### src/rtl/cp0_regfile.sv
// CP0 register file and exception sequencer. Commits MTC0/SYSCALL/ERET from WB,
// takes hardware/timer interrupts, and drives the PC-redirect/flush request.
module cp0_regfile #(
  parameter logic [31:0] EXC_VEC = 32'h0000_4180
) (
  input  logic        clk,
  input  logic        rst,
  input  logic        wr_valid,
  input  logic [2:0]  wr_cp0op,
  input  logic [4:0]  wr_rd,
  input  logic [31:0] wr_din,
  input  logic [31:0] wr_pc,
  input  logic [4:0]  rd_addr,
  input  logic [5:0]  hw_int,
  output logic [31:0] cp0_dout,
  output logic        exc_req,
  output logic [31:0] exc_target
);

  localparam logic [2:0] OP_NONE    = 3'b000;
  localparam logic [2:0] OP_MFC0    = 3'b001;
  localparam logic [2:0] OP_MTC0    = 3'b010;
  localparam logic [2:0] OP_ERET    = 3'b011;
  localparam logic [2:0] OP_SYSCALL = 3'b100;

  localparam logic [4:0] REG_COUNT   = 5'd9;
  localparam logic [4:0] REG_COMPARE = 5'd11;
  localparam logic [4:0] REG_STATUS  = 5'd12;
  localparam logic [4:0] REG_CAUSE   = 5'd13;
  localparam logic [4:0] REG_EPC     = 5'd14;

  localparam logic [4:0] EXC_INT = 5'd0;
  localparam logic [4:0] EXC_SYS = 5'd8;

  logic [31:0] count_q,   count_d;
  logic [31:0] compare_q, compare_d;
  logic [31:0] epc_q,     epc_d;
  logic [5:0]  im_q,      im_d;
  logic        exl_q,     exl_d;
  logic        ie_q,      ie_d;
  logic [4:0]  exccode_q, exccode_d;
  logic        ti_q,      ti_d;

  logic [5:0]  ip;
  logic        is_sys, is_eret, is_mtc0;
  logic        int_take, mtc0_commit, compare_wr;
  logic [31:0] status_rd, cause_rd;
  logic [31:0] cur_val, byp_val;
  logic        rd_writable;

  // Event decode
  always_comb begin
    ip          = {hw_int[5] | ti_q, hw_int[4:0]};
    is_sys      = wr_valid && (wr_cp0op == OP_SYSCALL);
    is_eret     = wr_valid && (wr_cp0op == OP_ERET);
    is_mtc0     = wr_valid && (wr_cp0op == OP_MTC0);
    int_take    = wr_valid && ie_q && !exl_q && (|(ip & im_q));
    mtc0_commit = is_mtc0 && !int_take;
    compare_wr  = mtc0_commit && (wr_rd == REG_COMPARE);
  end

  // Redirect request; reset suppresses any event sitting in WB
  always_comb begin
    exc_req    = 1'b0;
    exc_target = EXC_VEC;
    if (!rst) begin
      if (int_take || is_sys) begin
        exc_req    = 1'b1;
        exc_target = EXC_VEC;
      end else if (is_eret) begin
        exc_req    = 1'b1;
        exc_target = epc_q;
      end
    end
  end

  // Next-state logic; events are mutually exclusive in priority order
  always_comb begin
    count_d   = count_q + 32'd1;
    compare_d = compare_q;
    epc_d     = epc_q;
    im_d      = im_q;
    exl_d     = exl_q;
    ie_d      = ie_q;
    exccode_d = exccode_q;
    ti_d      = ti_q;

    if (int_take) begin
      epc_d     = wr_pc;
      exl_d     = 1'b1;
      exccode_d = EXC_INT;
    end else if (is_sys) begin
      epc_d     = wr_pc + 32'd4;
      exl_d     = 1'b1;
      exccode_d = EXC_SYS;
    end else if (is_eret) begin
      exl_d = 1'b0;
    end else if (mtc0_commit) begin
      case (wr_rd)
        REG_COUNT:   count_d   = wr_din;
        REG_COMPARE: compare_d = wr_din;
        REG_STATUS: begin
          im_d  = wr_din[15:10];
          exl_d = wr_din[1];
          ie_d  = wr_din[0];
        end
        REG_EPC:     epc_d     = wr_din;
        default:     ;
      endcase
    end

    // Timer match is against the post-increment (or written) count
    if (compare_wr)
      ti_d = 1'b0;
    else if (count_d == compare_q)
      ti_d = 1'b1;
  end

  always_ff @(posedge clk) begin
    if (rst) begin
      count_q   <= 32'd0;
      compare_q <= 32'hFFFF_FFFF;
      epc_q     <= 32'd0;
      im_q      <= 6'd0;
      exl_q     <= 1'b0;
      ie_q      <= 1'b0;
      exccode_q <= 5'd0;
      ti_q      <= 1'b0;
    end else begin
      count_q   <= count_d;
      compare_q <= compare_d;
      epc_q     <= epc_d;
      im_q      <= im_d;
      exl_q     <= exl_d;
      ie_q      <= ie_d;
      exccode_q <= exccode_d;
      ti_q      <= ti_d;
    end
  end

  // MFC0 read path with same-cycle MTC0 bypass
  always_comb begin
    status_rd = {16'd0, im_q, 8'd0, exl_q, ie_q};
    cause_rd  = {16'd0, ip, 3'd0, exccode_q, 2'd0};

    cur_val     = 32'd0;
    byp_val     = 32'd0;
    rd_writable = 1'b0;
    case (rd_addr)
      REG_COUNT: begin
        cur_val     = count_q;
        byp_val     = wr_din;
        rd_writable = 1'b1;
      end
      REG_COMPARE: begin
        cur_val     = compare_q;
        byp_val     = wr_din;
        rd_writable = 1'b1;
      end
      REG_STATUS: begin
        cur_val     = status_rd;
        byp_val     = wr_din & 32'h0000_FC03;
        rd_writable = 1'b1;
      end
      REG_CAUSE:   cur_val = cause_rd;
      REG_EPC: begin
        cur_val     = epc_q;
        byp_val     = wr_din;
        rd_writable = 1'b1;
      end
      default:     ;
    endcase

    // Cause has no writable bits, so an MTC0 to it leaves the read unchanged
    if (mtc0_commit && (wr_rd == rd_addr) && rd_writable)
      cp0_dout = byp_val;
    else
      cp0_dout = cur_val;
  end

endmodule

### config.mk
export PLATFORM = sky130hd
export DESIGN_NAME = cp0_regfile
export DESIGN_NICKNAME = d
export VERILOG_FILES = /design/src/rtl/cp0_regfile.sv
export SDC_FILE = /design/constraint.sdc
export NUM_CORES = 1
export LEC_CHECK = 0
export CAP_MARGIN = 40
export CELL_PAD_IN_SITES_DETAIL_PLACEMENT = 1
export CELL_PAD_IN_SITES_GLOBAL_PLACEMENT = 1
export CORE_MARGIN = 3
export CORE_UTILIZATION = 38
export CTS_CLUSTER_SIZE = 8
export DETAILED_ROUTE_END_ITERATION = 7
export PLACE_DENSITY = 0.81
export REMOVE_ABC_BUFFERS = 1
export SYNTH_ARGS = -nofsm -noshare
export SYNTH_HDL_FRONTEND = slang
export SYNTH_SLANG_ARGS = --single-unit
### constraint.sdc
create_clock -name clk -period 5.65 [get_ports clk]
set_clock_uncertainty 0.05 [all_clocks]
set_input_delay 1.4125 -clock clk [delete_from_list [all_inputs] [get_ports clk]]
set_output_delay 1.4125 -clock clk [all_outputs]
set_load 0.01 [all_outputs]
# Yosys cells after proc, flatten, opt, wreduce, memory -nomap -nowiden
# Cells that the tools add are included.
# word_totals
out_inout_bits	65
inputBits	86
wordCells	81
regBits	106
# classes
reduce_logical	26
n_addsub	2
bitwise	5
n_mux	25
n_eq_ne	15
# ops
operator	n
32-bit 2-to-1 mux	14
32-bit one-hot mux with 5 select lines	1
32-bit one-hot mux with 2 select lines	1
5-bit by 4-bit equality test with 1-bit output (second input constant)	9
32-bit by 1-bit adder with 32-bit output (second input constant)	1
32-bit by 3-bit adder with 32-bit output (second input constant)	1
32-bit equality test	1
1-bit logical AND	10
5-bit AND reduction	2
1-bit 2-to-1 mux	9
4-bit nonzero test	2
6-bit AND	1
3-bit by 2-bit equality test with 1-bit output (second input constant)	2
3-bit nonzero test	2
6-bit OR reduction	1
5-bit equality test	1
2-bit OR reduction	2
4-bit OR reduction	1
3-bit equality test (second input constant)	1
3-bit by 2-bit inequality test with 1-bit output (second input constant)	1
1-bit inverter	3
3-bit AND reduction	1
3-bit OR reduction	1
1-bit logical NOT	2
other kinds (3)	3

# Logic depth before layout (Yosys ltp)
# depth
ltp_word	11
ltp_mapped	11
depth_no_buf	10

# Worst setup path after synthesis
# No wires, ideal clock.
# synth_timing
path_kind	input to output
startpoint	input port hw_int[0]
endpoint	output port cp0_dout[28]
t_arrival_ns	3.559
stages	8
slack_ns	0.629
n_path_buf	2
required_time_ns	4.188
path_cell_list	a222oi_1 nand3_1 and2_1 clkbuf_1 nor4_1 nor2_1 clkbuf_1 a22o_1
# synth_between
elab_chain_cells	8
# synth_rtl
item	line_no	rtl
start, declared	14	input logic [5:0] hw_int,
6-bit AND	57	int_take = wr_valid && ie_q && !exl_q && (|(ip & im_q));
6-bit OR reduction	57	
1-bit logical AND	57	
1-bit logical NOT	58	mtc0_commit = is_mtc0 && !int_take;
1-bit logical AND	58	
1-bit logical AND (2 in a row)	175	if (mtc0_commit && (wr_rd == rd_addr) && rd_writable)
32-bit 2-to-1 mux	175	
end, declared	15	output logic [31:0] cp0_dout,
# No other way between the ends.

# Final worst setup path
# layout_timing
startpoint	input port hw_int[0]
endpoint	register ti_q
# layout_between
elab_chain_cells	10
elab_cells_between_ends	12
classes_between	eq/ne: 1; mux: 4; bitwise: 1; reduce/logical: 6
# layout_rtl
item	line_no	rtl
6-bit AND (*)	57	
6-bit OR reduction (*)	57	
1-bit logical AND (*)	57	
1-bit logical NOT	58	
1-bit logical AND	58	
32-bit 2-to-1 mux	98	end else if (mtc0_commit) begin
32-bit 2-to-1 mux	96	end else if (is_eret) begin
32-bit 2-to-1 mux	92	end else if (is_sys) begin
32-bit 2-to-1 mux	88	if (int_take) begin
32-bit equality test	115	else if (count_d == compare_q)
end signal, assigned	137	ti_q <= ti_d;
end, declared	42	logic ti_q, ti_d;
# Every way passes the cells marked *; elsewhere a longest branch is shown, timed or not.
# A chain may end at the register's enable or synchronous reset.

==> flow_summary.toml <==
[yosys]
yosys.area.top_type_share_pct = 27.68
synthesis.area_um2 = 7666
synth-warning-count = 0
synth_area_leader_cell = "dfxtp_1"
synth.most_common_cell = "nand2_1"
ys_types = 61
yosys_register_bits = 106
ys_top_cells_by_area = "dfxtp_1 28%, nand2_1 8.1%, a22o_1 5.9%"
yosys-top-cells-count = "166 x nand2_1, 115 x nor2_1, 106 x dfxtp_1"
ys_seq_area_share_pct = 27.68
synth_cells = 1048
postSynthAreaPerCell_um2 = 7.315
synth_edf_count = 0
synth_ff_type = "dfxtp_1"
async_flop_share_pct = 0

[layout]
area_delta_synth_final_pct = 34.32
final_nets = 1294
drive_above_1_share_pct = 9.917
post-route-util_pct = 52.39
antenna_cells = 0
layoutNonFillerInstCount = 1475
multiInputGateArea_um2 = 5320
register_area_um2 = 2122
n_fill_cell = 2460

[critical_path]
critPathRequiredTime_ns = 5.89
crit_path_max_incr_delay_ns = 0.57
critPathMaxFanout = 6
critPathKind = "in -> reg"
end_kind = "register"
arrival_ns = 5.89
cpMaxStageDelayCell = "or4b_4"
reg2reg_setup_slack_ns = 1.15
critPathLaunchType = "input pin"
cp_common_cell = "buf_4"
cp_cell_sequence = "clkdlybuf4s50_1 > a222oi_1 > nand3_1 > buf_4 > buf_4 > buf_4 > buf_4 > buf_4 > buf_4 > buf_4 > buf_4 > buf_4 > buf_4 > buf_4 > a211o_4 > mux2_2 > a32oi_1 > nor4bb_4 > o2111ai_1 > or4b_4 > o22ai_2"

[route]
wl_per_cell_um = 23.72
remaining_drc_errors = 0
ant_nets = 0
routed_via_density = 6.136
vias = 9050
drt_iter0_markers = 776
wl_um = 34990
drt-pass1-iter-count = 8

[timing]
finalHoldViolations = 0
setup_viol_count_final = 0
drv_slew = 0
timing.hold.ws_ns = 0.4311
period_needed_ns = 5.650
tightest_slew_ns = 0.8699
slew_headroom_pct = 41.69
min_period_over_period_pct = 100.0
fmax_mhz = 177.0
rsz0062_at_grt = "yes"

[clocking]
insertion_delay_ns = 0.36
htreeDepth = 3
cts_made_buffers = 9
ctsHoldBuffers = 0
cts_root_buf = "clkbuf_16"
cts_tree = "built"
cts_num_sinks = 106
cts.clk_slew.worst_paths_ns = 0.07
ctsLongestPathBuffers = 2

[placement]
dp_cells = 1438
port_buffers = 150
gp_congestion = 0.9721
hpwl_um = 25040

[floorplan]
die_area_um2 = 21910
io_pins = 151
start_util_pct = 39.01
die_x_um = 148.0
design.core.area_um2 = 19650
num_rows = 51
die_h_um = 148.0

[global_route]
grt_pass1_wl_um = 52010
grt_max_degree = 56
grt_util_all_layers_pct = 30.32
antenna_found_initial = 0
first_global_vias = 8796
overflow = 0

[outcome]
status = "finished clean"

[pwr]
p_leak_uw = 0.004139
ir_drop_mv = 0.1207
power_density_nw_per_um2 = 159.5

[job]
maxCapViolCount = 0

[min_path]
hold_class = "reg -> reg"
metrics by stage:
step | setup TNS, ns | setup WS (ns) | area, um^2 | power [uW]
floorplan | -28.96 | -0.7145 | 7373 | 859.1
global placement | -4.844 | -0.2671 | 9669 | 1027
detailed placement | -6.934 | -0.3233 | 9669 | 1030
CTS | 0 | 0.009458 | 10050 | 1634
global route | -0.1786 | -0.1428 | 10300 | 1693
finish | 0 | 0.0002371 | 10300 | 1642
flip-flops by register name, indices dropped and copies added (netlist names):
| name | cells |
|---|---|
| epc_q | 32 |
| exccode_q | 1 |
| count_q | 32 |
| exl_q | 1 |
| compare_q | 32 |
| ti_q | 1 |
| im_q | 6 |
| ie_q | 1 |
path summary, 6_finish.rpt:
kind,depth (start not counted),endpoint,start
worst max-delay path,21,ti_q,hw_int[0]
worst min-delay path,2,epc_q[12],epc_q[12]
worst max register to register,20,ti_q,im_q[0]
worst min register to register,2,epc_q[12],epc_q[12]
layout make-up:
type	instances	area share, %
Multi-Input combinational cell	852	51.66
Timing Repair Buffer	221	21.29
Sequential cell	106	20.61
Tap cell	265	3.220
Clock buffer	12	2.491
Inverter	16	0.5832
Clock inverter	3	0.1458
power breakdown:
part	internal [uW]	leakage [uW]	total, uW	switching, uW
Clock	320	0.000138	615	296
Sequential	756	0.000858	769	12.8
Combinational	111	0.00314	258	147
Total	1190	0.00414	1640	456
cell usage in the layout (no fill, tap or decap), types with 4 or more instances in the layout:
| cell | n |
|---|---|
| a31oi_1 | 7 |
| and4_1 | 7 |
| inv_1 | 15 |
| a211oi_1 | 24 |
| nand3_1 | 35 |
| and2_1 | 31 |
| nor2_1 | 111 |
| a211o_1 | 9 |
| nand2b_1 | 9 |
| o22ai_1 | 6 |
| nor2b_1 | 14 |
| o2111ai_1 | 5 |
| a21oi_1 | 53 |
| nor3_2 | 4 |
| o221ai_1 | 11 |
| dlymetal6s2s_1 | 26 |
| a22oi_1 | 9 |
| o21ai_0 | 64 |
| dfxtp_1 | 106 |
| mux2i_1 | 38 |
| buf_4 | 60 |
| clkdlybuf4s50_1 | 118 |
| and3_1 | 9 |
| clkbuf_16 | 9 |
| or3_1 | 6 |
| nor3_1 | 23 |
| xor2_1 | 23 |
| xnor2_1 | 34 |
| buf_12 | 8 |
| nand2_1 | 166 |
| a22o_1 | 52 |
| o211ai_1 | 9 |
| nor4_1 | 9 |
| nand4_1 | 23 |
critical path: cells and delay by family:
family	cells	cell delay (ns)
muxes	1	0.33
buffers and inverters	12	1.82
and+or+nand+nor	3	1.10
AOI/OAI and AO/OA	5	1.22
layer usage:
metal	global-route usage (%)	vias up	part of all wire (%)
met1	43.16	4431	44
met3	3.985	86	7.0
met5	0	-	0
li1	-	4103	-
met2	48.30	430	45
met4	8.453	0	3.8
timing repair:
action,CTS,global route
pin swaps,3,8
gates resized for setup,10,48
buffers inserted,11,11
endpoints found under the setup margin,30,34
kinds of logic (layout without fill, tap and decap cells):
family	after synthesis	count (layout)	synth area share, %
flops	106	106	27.68
mux	45	45	6.284
simple gates	470	470	28.87
compound gates	274	274	24.51
xor+xnor	61	61	7.720
fa+ha+maj	2	2	0.3264
buf+inv	90	252	4.602
Note: power is estimated with default switching activity, not from simulation.
